### src/rtl/divider_4bits.sv
`default_nettype none
// ============================================================================
// Module      : divider_4bits
// Description : Sequential 4-bit unsigned restoring divider. One quotient bit
//               is produced per RUN cycle, MSB first, so a normal division
//               completes four cycles after the request is accepted.
// Revision    : 1.0 - initial release
// ----------------------------------------------------------------------------
// Ports
//   clk    in   1  clock, all state updates on the rising edge
//   rst_n  in   1  synchronous active-low reset
//   start  in   1  request pulse, accepted in IDLE or DONE
//   a      in   4  dividend, captured on accept
//   b      in   4  divisor, captured on accept
//   busy   out  1  high while the division steps are running
//   done   out  1  one-cycle completion pulse, q/r/err valid
//   q      out  4  quotient, held until the next completion
//   r      out  4  remainder, held until the next completion
//   err    out  1  divide-by-zero flag, valid with done
// Configuration
//   DIV_ZERO_FLAG_EN : when defined, a zero divisor completes on the accept
//                      edge with q=4'hF, r=a, err=1. When undefined the zero
//                      divisor runs the full algorithm and err is tied low.
// ============================================================================
module divider_4bits (
  input  logic       clk,
  input  logic       rst_n,
  input  logic       start,
  input  logic [3:0] a,
  input  logic [3:0] b,
  output logic       busy,
  output logic       done,
  output logic [3:0] q,
  output logic [3:0] r,
  output logic       err
);

  typedef enum logic [1:0] {
    S_IDLE = 2'd0,
    S_RUN  = 2'd1,
    S_DONE = 2'd2
  } state_t;

  state_t     r_state;
  state_t     w_next;

  // r_dvd starts as the dividend; each step shifts its MSB into the partial
  // remainder and the new quotient bit into its LSB, so after four steps it
  // holds the quotient.
  logic [3:0] r_dvd;
  logic [3:0] r_dsr;
  logic [3:0] r_rem;
  logic [1:0] r_cnt;
  logic [3:0] r_q;
  logic [3:0] r_r;

  logic       w_accept;
  logic       w_zero_skip;
  logic       w_last;
  logic [4:0] w_shift;
  logic       w_qbit;
  logic [3:0] w_sub;
  logic [3:0] w_rem_next;

  // A new request is taken in IDLE, and also in DONE for back-to-back use.
  assign w_accept = start && ((r_state == S_IDLE) || (r_state == S_DONE));
  assign w_last   = (r_cnt == 2'd3);

`ifdef DIV_ZERO_FLAG_EN
  assign w_zero_skip = (b == 4'd0);
`else
  assign w_zero_skip = 1'b0;
`endif

  // One restoring step on the 5-bit partial remainder. The 5-bit compare is
  // the borrow of the extended subtract; when it succeeds the difference is
  // below the divisor, so the low 4 bits of the subtract are exact.
  assign w_shift    = {r_rem, r_dvd[3]};
  assign w_qbit     = (w_shift >= {1'b0, r_dsr});
  assign w_sub      = w_shift[3:0] - r_dsr;
  assign w_rem_next = w_qbit ? w_sub : w_shift[3:0];

  // State register
  always_ff @(posedge clk) begin
    if (!rst_n) begin
      r_state <= S_IDLE;
    end else begin
      r_state <= w_next;
    end
  end

  // Next-state logic
  always_comb begin
    w_next = r_state;
    case (r_state)
      S_IDLE, S_DONE: begin
        if (start) begin
          w_next = w_zero_skip ? S_DONE : S_RUN;
        end else begin
          w_next = S_IDLE;
        end
      end
      S_RUN: begin
        if (w_last) begin
          w_next = S_DONE;
        end
      end
      default: begin
        w_next = S_IDLE;
      end
    endcase
  end

  // Datapath. Operands are only captured on accept, so start or operand
  // changes during RUN cannot disturb a division in progress. Results are
  // written only on the edge that enters DONE.
  always_ff @(posedge clk) begin
    if (!rst_n) begin
      r_dvd <= 4'd0;
      r_dsr <= 4'd0;
      r_rem <= 4'd0;
      r_cnt <= 2'd0;
      r_q   <= 4'd0;
      r_r   <= 4'd0;
    end else if (w_accept) begin
      r_dvd <= a;
      r_dsr <= b;
      r_rem <= 4'd0;
      r_cnt <= 2'd0;
      if (w_zero_skip) begin
        r_q <= 4'hF;
        r_r <= a;
      end
    end else if (r_state == S_RUN) begin
      r_dvd <= {r_dvd[2:0], w_qbit};
      r_rem <= w_rem_next;
      r_cnt <= r_cnt + 2'd1;
      if (w_last) begin
        r_q <= {r_dvd[2:0], w_qbit};
        r_r <= w_rem_next;
      end
    end
  end

`ifdef DIV_ZERO_FLAG_EN
  logic r_err;

  // The flag only moves with a completion: set by a skipped zero-divisor
  // request, cleared by any division that finishes through RUN.
  always_ff @(posedge clk) begin
    if (!rst_n) begin
      r_err <= 1'b0;
    end else if (w_accept && w_zero_skip) begin
      r_err <= 1'b1;
    end else if ((r_state == S_RUN) && w_last) begin
      r_err <= 1'b0;
    end
  end

  assign err = r_err;
`else
  assign err = 1'b0;
`endif

  assign busy = (r_state == S_RUN);
  assign done = (r_state == S_DONE);
  assign q    = r_q;
  assign r    = r_r;

endmodule
`default_nettype wire

### config.mk
export PLATFORM = sky130hd
export DESIGN_NAME = divider_4bits
export DESIGN_NICKNAME = d
export VERILOG_FILES = /design/src/rtl/divider_4bits.sv
export SDC_FILE = /design/constraint.sdc
export NUM_CORES = 1
export LEC_CHECK = 0
export BUFFER_PORTS_ARGS = -buffer_cell sky130_fd_sc_hd__buf_4
export CAP_MARGIN = 20
export CORE_MARGIN = 2
export CORE_UTILIZATION = 25
export CTS_CLUSTER_DIAMETER = 200
export DETAILED_ROUTE_END_ITERATION = 7
export GPL_ROUTABILITY_DRIVEN = 0
export SYNTH_ARGS = -nofsm -noshare
export SYNTH_HDL_FRONTEND = slang
export SYNTH_SLANG_ARGS = --single-unit
### constraint.sdc
create_clock -name clk -period 4.2 [get_ports clk]
set_clock_uncertainty 0.2 [all_clocks]
set_input_delay 1.05 -clock clk [delete_from_list [all_inputs] [get_ports clk]]
set_output_delay 1.05 -clock clk [all_outputs]
set_load 0.1 [all_outputs]
==> reports/qor.csv, run 1 <==
stage,metric,value,unit
synthesis,Post-Syn Instances,137,
layout,n_diodes,0,
global_routing,total gr overflow,0,
die,die height,74.3,um
synthesis,compound-cell area share of the yosys netlist,19.4,%
synthesis,Synth top area share,38.9,%
clock_network,Post-CTS Hold Buffers,0,
power,Power Dens Cells,408,nW/um2
detailed_routing,DR vias/cell,4.67,
sta,"Slew Viols, Final",0,
sta,post-route setup TNS,0,ns
synthesis,Synth cell types,47,
synthesis,Synth area leaders,"dfxtp_1 39%, ha_1 5.1%, nand2_1 3.9%",
power,VDD IR-drop max,0.000131,V
placed_design,pre-CTS setup slack,1.78,ns
power,Final Power,0.611,mW
setup_path,WS Path Type,flop to output port,
setup_path,critical-path cell list,nand2b_1 -> inv_4 -> buf_4,
run,max_cap viols,0,
detailed_routing,wl on met1,1.33,mm
layout,nets,172,
setup_path,CP Capture Type,output port,
detailed_routing,WL final,2.68,mm
global_routing,number of global-route vias before repair,954,
placed_design,PortBufs,20,
sta,Max Fclk,375,MHz
die,IO Pins,22,
setup_path,delay of the slowest critical-path stage,0.41,ns
clock_network,CTS H-tree lvls,1,
synthesis,xor/xnor cell area share of the yosys netlist,1.42,%
layout,share of layout cells above drive strength 1,20.8,%
global_routing,initial antenna violation count,0,
die,Starting Density,26.0,%
clock_network,clk buf depth,2,
synthesis,post-synthesis cell area,1240,um2
min_path,worst min-delay path category,flop to flop,
die,core footprint,4750,um2
synthesis,average cell area after synthesis,9.02,um2
detailed_routing,via count,1033,
detailed_routing,Wirelength per Cell,12.1,um
synthesis,synth warn,0,
placed_design,placed cells,217,
layout,"Cell Count, Final, Fillers Out",221,
setup_path,"Req. time, crit path",2.95,ns
clock_network,CTS Buf Count,3,
sta,period utilization,63.5,%
clock_network,worst-skew pair later-pin latency,0.27,ns
synthesis,Syn Nets,154,
placed_design,HPWL Detailed,1.90,mm
setup_path,CP Launch Type,flop,
detailed_routing,wire length on met2,1.13,mm
synthesis,Synth Register Bits,24,
die,Die X,74.3,um
layout,design area,1500,um2
detailed_routing,initial drt markers,64,
sta,Slew headroom,62.1,%
sta,Final Critical Period,2.67,ns
power,Pleak,0.599,nW
global_routing,first-pass GRT wire length,4.37,mm
sta,Final Hold Vio Count,0,
die,Row Count,25,
clock_network,CTS tree,yes,
sta,# setup viols final,0,
global_routing,pin count of the biggest net entering global routing,29,
synthesis,simple-gate share of the synthesized area,24.2,%
sta,actual slew at the worst max-slew pin,0.569,ns
placed_design,Post-DP Area,1430,um2
outcome,status,completed,
synthesis,post-synthesis mux area share,3.24,%
detailed_routing,DRC Markers,0,
detailed_routing,met3 wire len,166,um
detailed_routing,1st-pass router iterations,6,
synthesis,largest family of logic cells by synthesized area,simple AND/OR/NAND/NOR gates,
die,DIE AREA,5520,um2
clock_network,Resize count post-CTS,0,
synthesis,post-synth top area cell,dfxtp_1,
synthesis,Post-Synth Adder-Cell Area,6.68,%
clock_network,Worst-path clk slew,0.09,ns
detailed_routing,post-route ant nets,0,
global_routing,gr usage total,10.4,%
clock_network,setup bufs post-CTS,0,
setup_path,CP max-delay cell,dfxtp_1,
setup_path,crit path max fanout,9,
synthesis,post-synthesis sequential area ratio,38.9,%
clock_network,root buffer cell,clkbuf_8,
clock_network,Clock Sinks,24,
sta,unrepaired setup endpoints after global routing,false,
layout,area grow syn2layout,21.2,%
detailed_routing,Highest Signal Layer,met4,
setup_path,Worst Path Arrival,1.42,ns
sta,Final Worst Setup Slack,1.53,ns
[final timing paths]
kind | from | to | slack (ns) | cells past startpoint
max reg2reg | r_dsr[1]$_SDFFE_PN0P_ | r_rem[0]$_SDFFE_PP0P_ | 2.14 | 6
min | q[2]$_SDFFE_PN0P_ | q[2]$_SDFFE_PN0P_ | 0.26 | 2
min reg2reg | q[2]$_SDFFE_PN0P_ | q[2]$_SDFFE_PN0P_ | 0.26 | 2
max | r_state[0]$_SDFFE_PN0P_ | busy | 1.53 | 3
[power breakdown]
group          total [mW]  leakage [nW]  switching (mW)  internal [mW]
registers           0.252         0.196          0.0115          0.240
clock network       0.206        0.0357          0.0788          0.128
logic               0.154         0.368          0.0943         0.0593
[through the flow]
stage | util, % | hold WS (ns)
floorplan | - | 0.240
global placement | 30.0 | 0.243
detailed placement | 30.0 | 0.247
CTS | 31.5 | 0.261
global route | 31.5 | 0.283
finish | 31.5 | 0.256
[routing by layer]
layer | GRT usage, % | up-vias
met1 | 13.7 | 473
met5 | 0 | -
met3 | 3.25 | 4
li1 | - | 521
met2 | 16.1 | 35
met4 | 3.77 | 0
[final cells by class]
type,count,area (um2)
clock buffers,3,41.3
well taps,67,83.8
clock inverters,1,30.0
fillers,529,3260
inverters,7,28.8
multi-input cells,99,683
repair buffers,20,150
flip-flops and latches,24,480
[cells by family (layout without fill, tap and decap cells)]
logic type,after synthesis,count (layout)
other cells,1,1
simple gates,55,55
flops,24,24
compound gates,31,31
xor+xnor,2,2
mux,4,4
fa+ha+maj,6,6
buf+inv,14,31
[worst max-delay path, delay by kind of cell (launching register included)]
kind / cells / cell delay (ns)
buffers and inverters: 2 / 0.49
DFF: 1 / 0.41
and+or+nand+nor: 1 / 0.25
[layout by cell type (no fill, tap or decap), types with 4 or more instances in the layout]
master,synthesis,layout
buf_4,2,20
inv_1,6,6
nor2b_1,5,5
nand2_1,13,13
o21ai_0,6,6
dfxtp_1,24,24
ha_1,5,5
nor2_1,9,9
nand3_1,7,7
mux2i_1,4,4
[registers in the layout, indices dropped and copies added (netlist names)]
| signal | flops |
|---|---|
| r_state | 2 |
| r_cnt | 2 |
| r_dsr | 4 |
| q | 4 |
| r | 4 |
| r_dvd | 4 |
| r_rem | 4 |
[synth_stat cells, drive strengths merged]
cell type,n
a211o,1
a21bo,1
a21boi,4
a21oi,2
a311oi,1
a31oi,1
a32o,2
a41oi,1
and2,3
buf,5
clkbuf,2
conb,1
dfxtp,24
fa,1
ha,5
inv,7
mux2i,4
nand2,14
nand2b,3
nand3,7
nand3b,2
nand4,1
nor2,11
nor2b,5
nor3,3
nor3b,3
nor4bb,1
o211ai,3
o21a,2
o21ai,7
o221ai,3
o311a,1
o311ai,1
o32ai,1
or3,2
xnor2,1
xor2,1
Note: power is estimated with default switching activity, not from simulation.
==> run 2, diff against run 1 <==
- clock period: 4.2 -> 2.5 ns (I/O delays scaled with it)
==> reports/qor.csv, run 2 (synthesis gave the netlist of run 1 again) <==
stage,metric,value,unit
outcome,status,completed,
power,Power Dens Cells,682,nW/um2
sta,Final Hold Vio Count,0,
global_routing,M2 GR Usage,14.8,%
placed_design,PortBufs,20,
sta,period utilization,91.0,%
min_path,worst min-delay path category,flop to flop,
detailed_routing,post-route ant nets,0,
die,Row Count,25,
sta,post-route setup TNS,0,ns
clock_network,CTS H-tree lvls,1,
detailed_routing,initial drt markers,76,
clock_network,Resize count post-CTS,0,
sta,# setup viols final,0,
power,Comb power frac,25.0,%
sta,Final Critical Period,2.27,ns
layout,"commonest non-fill, non-tap cell in the layout",dfxtp_1,
clock_network,Worst-path clk slew,0.09,ns
die,core footprint,4750,um2
clock_network,worst-skew pair later-pin latency,0.27,ns
detailed_routing,DRC Markers,0,
power,clock power share,33.9,%
clock_network,CTS Buf Count,3,
die,IO Pins,22,
clock_network,root buffer cell,clkbuf_8,
setup_path,crit path max fanout,9,
layout,most frequent cells in the layout,"24 x dfxtp_1, 21 x buf_4, 13 x nand2_1",
power,VDD IR-drop max,0.000364,V
setup_path,CP max-delay cell,dfxtp_1,
global_routing,number of global-route vias before repair,898,
die,Starting Density,26.0,%
global_routing,GRT Max-Usage Layer,met2,
die,DIE AREA,5520,um2
detailed_routing,Wirelength per Cell,11.8,um
setup_path,critical-path cell list,nand2b_1 -> inv_4 -> buf_4,
layout,nets,173,
setup_path,"Req. time, crit path",1.67,ns
detailed_routing,1st-pass router iterations,4,
clock_network,Post-CTS Hold Buffers,0,
detailed_routing,DR vias/cell,4.61,
global_routing,initial antenna violation count,0,
die,die height,74.3,um
power,Sw Pwr,0.309,mW
setup_path,delay of the slowest critical-path stage,0.42,ns
layout,n_diodes,0,
power,Pleak,0.603,nW
placed_design,placed cells,218,
layout,FILL cells,517,
global_routing,met3 usage,3.66,%
layout,"Cell Count, Final, Fillers Out",222,
die,Die X,74.3,um
layout,area grow syn2layout,22.0,%
power,Sw Ratio,30.1,%
sta,"Slew Viols, Final",0,
power,share of power burned in registers,41.1,%
setup_path,CP Capture Type,output port,
setup_path,Worst Path Arrival,1.45,ns
detailed_routing,via count,1023,
setup_path,WS Path Type,flop to output port,
layout,final core occ,31.7,%
setup_path,CP Launch Type,flop,
clock_network,Clock Sinks,24,
sta,Max Fclk,440,MHz
layout,share of layout cells above drive strength 1,21.9,%
clock_network,clk buf depth,2,
global_routing,first-pass GRT wire length,4.30,mm
global_routing,M1 GR Usage,14.5,%
placed_design,HPWL Detailed,1.88,mm
global_routing,pin count of the biggest net entering global routing,29,
detailed_routing,WL final,2.63,mm
global_routing,total gr overflow,0,
power,internal power,0.719,mW
run,max_cap viols,0,
global_routing,gr usage total,10.4,%
sta,unrepaired setup endpoints after global routing,false,
clock_network,CTS tree,yes,
clock_network,setup bufs post-CTS,0,
==> run 2: final cells by class <==
class                      count  area [um2]  area share (%)
tap                           67        83.8            5.56
clock buffer                   3        41.3            2.74
sequential                    24         480            31.9
clock inverter                 1        30.0            1.99
inverter                       7        28.8            1.91
timing repair buffer          21         158            10.5
multi-input combinational     99         686            45.5
==> run 2: routing by layer <==
metal | vias up | share of wire, %
li1 | 525 | -
met1 | 461 | 48
met2 | 32 | 43
met3 | 5 | 7.4
met4 | 0 | 1.2
met5 | - | 0
==> run 2: final timing paths <==
path                            from               endpoint  slack, ns  cells past startpoint
max          r_state[0]$_SDFFE_PN0P_                   busy       0.23                      3
min                q[2]$_SDFFE_PN0P_      q[2]$_SDFFE_PN0P_       0.26                      2
max reg2reg    r_dsr[1]$_SDFFE_PN0P_  r_rem[0]$_SDFFE_PP0P_       0.45                      6
min reg2reg        q[2]$_SDFFE_PN0P_      q[2]$_SDFFE_PN0P_       0.26                      2
==> run 2: critical path, delay by kind of cell, from the launching register on <==
kind / cells / cell delay [ns]
buf+inv: 2 / 0.49
simple gates: 1 / 0.26
flops: 1 / 0.42
==> run 2: through the flow <==
| step | hold WS, ns | total power, mW | area (um2) | setup WS (ns) |
|---|---|---|---|---|
| floorplan | 0.240 | 0.631 | 1240 | 0.516 |
| global placement | 0.243 | 0.689 | 1440 | 0.517 |
| detailed placement | 0.247 | 0.686 | 1440 | 0.493 |
| CTS | 0.260 | 1.04 | 1510 | 0.228 |
| global route | 0.288 | 1.08 | 1510 | 0.126 |
| finish | 0.257 | 1.03 | 1510 | 0.226 |
==> run 2: power by group through the flow <==
stage / clock [mW] / sequential [mW] / combinational [mW]
floorplan: 0 / 0.426 / 0.205
global placement: 0 / 0.431 / 0.257
detailed placement: 0 / 0.431 / 0.255
CTS: 0.356 / 0.423 / 0.257
global route: 0.367 / 0.426 / 0.285
finish: 0.348 / 0.423 / 0.257
==> run 3, diff against run 2 <==
--- a/config.mk
+++ b/config.mk
@@ -14,2 +14,3 @@
 export GPL_ROUTABILITY_DRIVEN = 0
+export SKIP_LAST_GASP = 1
 export SYNTH_ARGS = -nofsm -noshare
==> constraint.sdc (replaced) <==
create_clock -name clk -period 2.6 [get_ports clk]
set_clock_uncertainty 0.2 [all_clocks]
set_input_delay 0.52 -clock clk [delete_from_list [all_inputs] [get_ports clk]]
set_output_delay 0.52 -clock clk [all_outputs]
set_load 0.1 [all_outputs]
==> reports/qor.csv, run 3 (synthesis gave the netlist of run 1 again) <==
stage,metric,value,unit
detailed_routing,post-route ant nets,0,
die,IO Pins,22,
sta,# setup viols final,0,
setup_path,critical-path cell list,nand2b_1 -> inv_4 -> buf_4,
layout,most frequent cells in the layout,"24 x dfxtp_1, 21 x buf_4, 13 x nand2_1",
clock_network,Post-CTS Hold Buffers,0,
setup_path,r2r setup slk,0.54,ns
min_path,critical hold path startpoint,q[3]$_SDFFE_PN0P_,
setup_path,"Req. time, crit path",1.88,ns
clock_network,root buffer cell,clkbuf_8,
clock_network,Resize count post-CTS,0,
power,share of power burned in registers,40.9,%
power,internal power,0.691,mW
detailed_routing,via count,1029,
min_path,worst min-delay path category,flop to flop,
clock_network,clk buf depth,2,
power,clock power share,34.0,%
detailed_routing,Wirelength per Cell,12.3,um
power,Sw Ratio,30.5,%
die,Starting Density,26.0,%
layout,share of layout cells above drive strength 1,21.3,%
clock_network,CTS tree,yes,
clock_network,CTS Buf Count,3,
sta,"Slew Viols, Final",0,
clock_network,setup bufs post-CTS,0,
detailed_routing,initial drt markers,74,
global_routing,total gr overflow,0,
sta,post-route setup TNS,0,ns
setup_path,CP Launch Type,flop,
die,Row Count,25,
layout,n_diodes,0,
layout,area grow syn2layout,21.8,%
min_path,Worst Hold End,q[3]$_SDFFE_PN0P_,
min_path,hold depth,2,
layout,"commonest non-fill, non-tap cell in the layout",dfxtp_1,
placed_design,HPWL Detailed,1.88,mm
global_routing,pin count of the biggest net entering global routing,29,
setup_path,crit path max fanout,9,
setup_path,WS Path Type,flop to output port,
clock_network,Clock Sinks,24,
clock_network,CTS H-tree lvls,1,
die,die height,74.3,um
sta,unrepaired setup endpoints after global routing,false,
run,max_cap viols,0,
die,core footprint,4750,um2
setup_path,CP max-delay cell,dfxtp_1,
global_routing,gr usage total,11.0,%
power,Sw Pwr,0.303,mW
global_routing,initial antenna violation count,0,
power,Comb power frac,25.1,%
detailed_routing,WL final,2.73,mm
sta,Final Critical Period,2.16,ns
layout,multi-input logic area,683,um2
detailed_routing,DR vias/cell,4.64,
global_routing,first-pass GRT wire length,4.62,mm
die,Die X,74.3,um
setup_path,Reg-to-Reg Start,r_dsr[1]$_SDFFE_PN0P_,
layout,nets,173,
outcome,status,completed,
setup_path,Worst Path Arrival,1.44,ns
global_routing,number of global-route vias before repair,974,
sta,Final Hold Vio Count,0,
setup_path,CP Capture Type,output port,
sta,period utilization,83.0,%
power,VDD IR-drop max,0.000282,V
layout,Storage cell area,480,um2
placed_design,PortBufs,20,
setup_path,delay of the slowest critical-path stage,0.41,ns
setup_path,Reg2Reg Depth,6,
sta,WHS,0.255,ns
die,DIE AREA,5520,um2
clock_network,Worst-path clk slew,0.09,ns
clock_network,worst-skew pair later-pin latency,0.27,ns
power,Pleak,0.604,nW
sta,Max Fclk,464,MHz
setup_path,Worst R2R End,r_rem[0]$_SDFFE_PP0P_,
detailed_routing,DRC Markers,0,
layout,FILL cells,528,
detailed_routing,1st-pass router iterations,4,
power,Power Dens Cells,661,nW/um2
==> run 3: changes by cell type in the layout (fill, tap and decap cells not counted) <==
cell | previous run | this run
nor2b_1 | 4 | 5
nor2b_2 | 1 | 0
==> run 3: through the flow <==
stage               std cells  utilization (%)  worst slack (ns)  area, um2  power (mW)
finish                    222             31.7             0.443       1510       0.995
global route              222             31.7             0.324       1510        1.04
CTS                       222             31.7             0.441       1510       0.998
detailed placement        218             30.2             0.581       1430       0.661
global placement          218             30.2             0.624       1430       0.661
floorplan                 137                -             0.196       1240       0.607
==> run 3: area by class of cell <==
class / instances / share of cell area [%]
Clock buffer: 3 / 2.74
Tap cell: 67 / 5.57
Clock inverter: 1 / 2.00
Timing Repair Buffer: 21 / 10.5
Sequential cell: 24 / 31.9
Inverter: 7 / 1.91
Multi-Input combinational cell: 99 / 45.4
==> run 3: how the worst max path moves through the flow <==
stage,startpoint,end,slack (ns),cells past startpoint
3_5_place_dp,r_dsr[1]$_SDFFE_PN0P_,r_rem[0]$_SDFFE_PP0P_,0.58,6
4_1_cts,r_state[0]$_SDFFE_PN0P_,busy,0.44,3
5_1_grt,r_state[0]$_SDFFE_PN0P_,busy,0.32,3
3_3_place_gp,r_dsr[1]$_SDFFE_PN0P_,r_rem[0]$_SDFFE_PP0P_,0.62,6
6_report,r_state[0]$_SDFFE_PN0P_,busy,0.44,3
2_1_floorplan,r_state[1]$_SDFFE_PN0P_,done,0.20,1
==> run 3: metal layers <==
metal | vias up | GRT usage (%) | part of all wire (%)
met2 | 30 | 16.6 | 44
met4 | 0 | 2.98 | 0.84
li1 | 523 | - | -
met5 | - | 0 | 0
met1 | 474 | 15.2 | 50
met3 | 2 | 3.66 | 5.6
==> run 3: power by group through the flow <==
stage / Sequential [mW] / Clock, mW / Combinational [mW]
3_3_place_gp: 0.414 / 0 / 0.246
3_5_place_dp: 0.415 / 0 / 0.246
2_1_floorplan: 0.410 / 0 / 0.197
5_1_grt: 0.410 / 0.360 / 0.274
6_report: 0.406 / 0.338 / 0.250
4_1_cts: 0.407 / 0.343 / 0.248
==> run 3: critical path, delay by kind of cell (launching register included) <==
kind	cells	cell delay (ns)
buffers and inverters	2	0.50
flip-flops	1	0.41
AND/OR/NAND/NOR	1	0.26
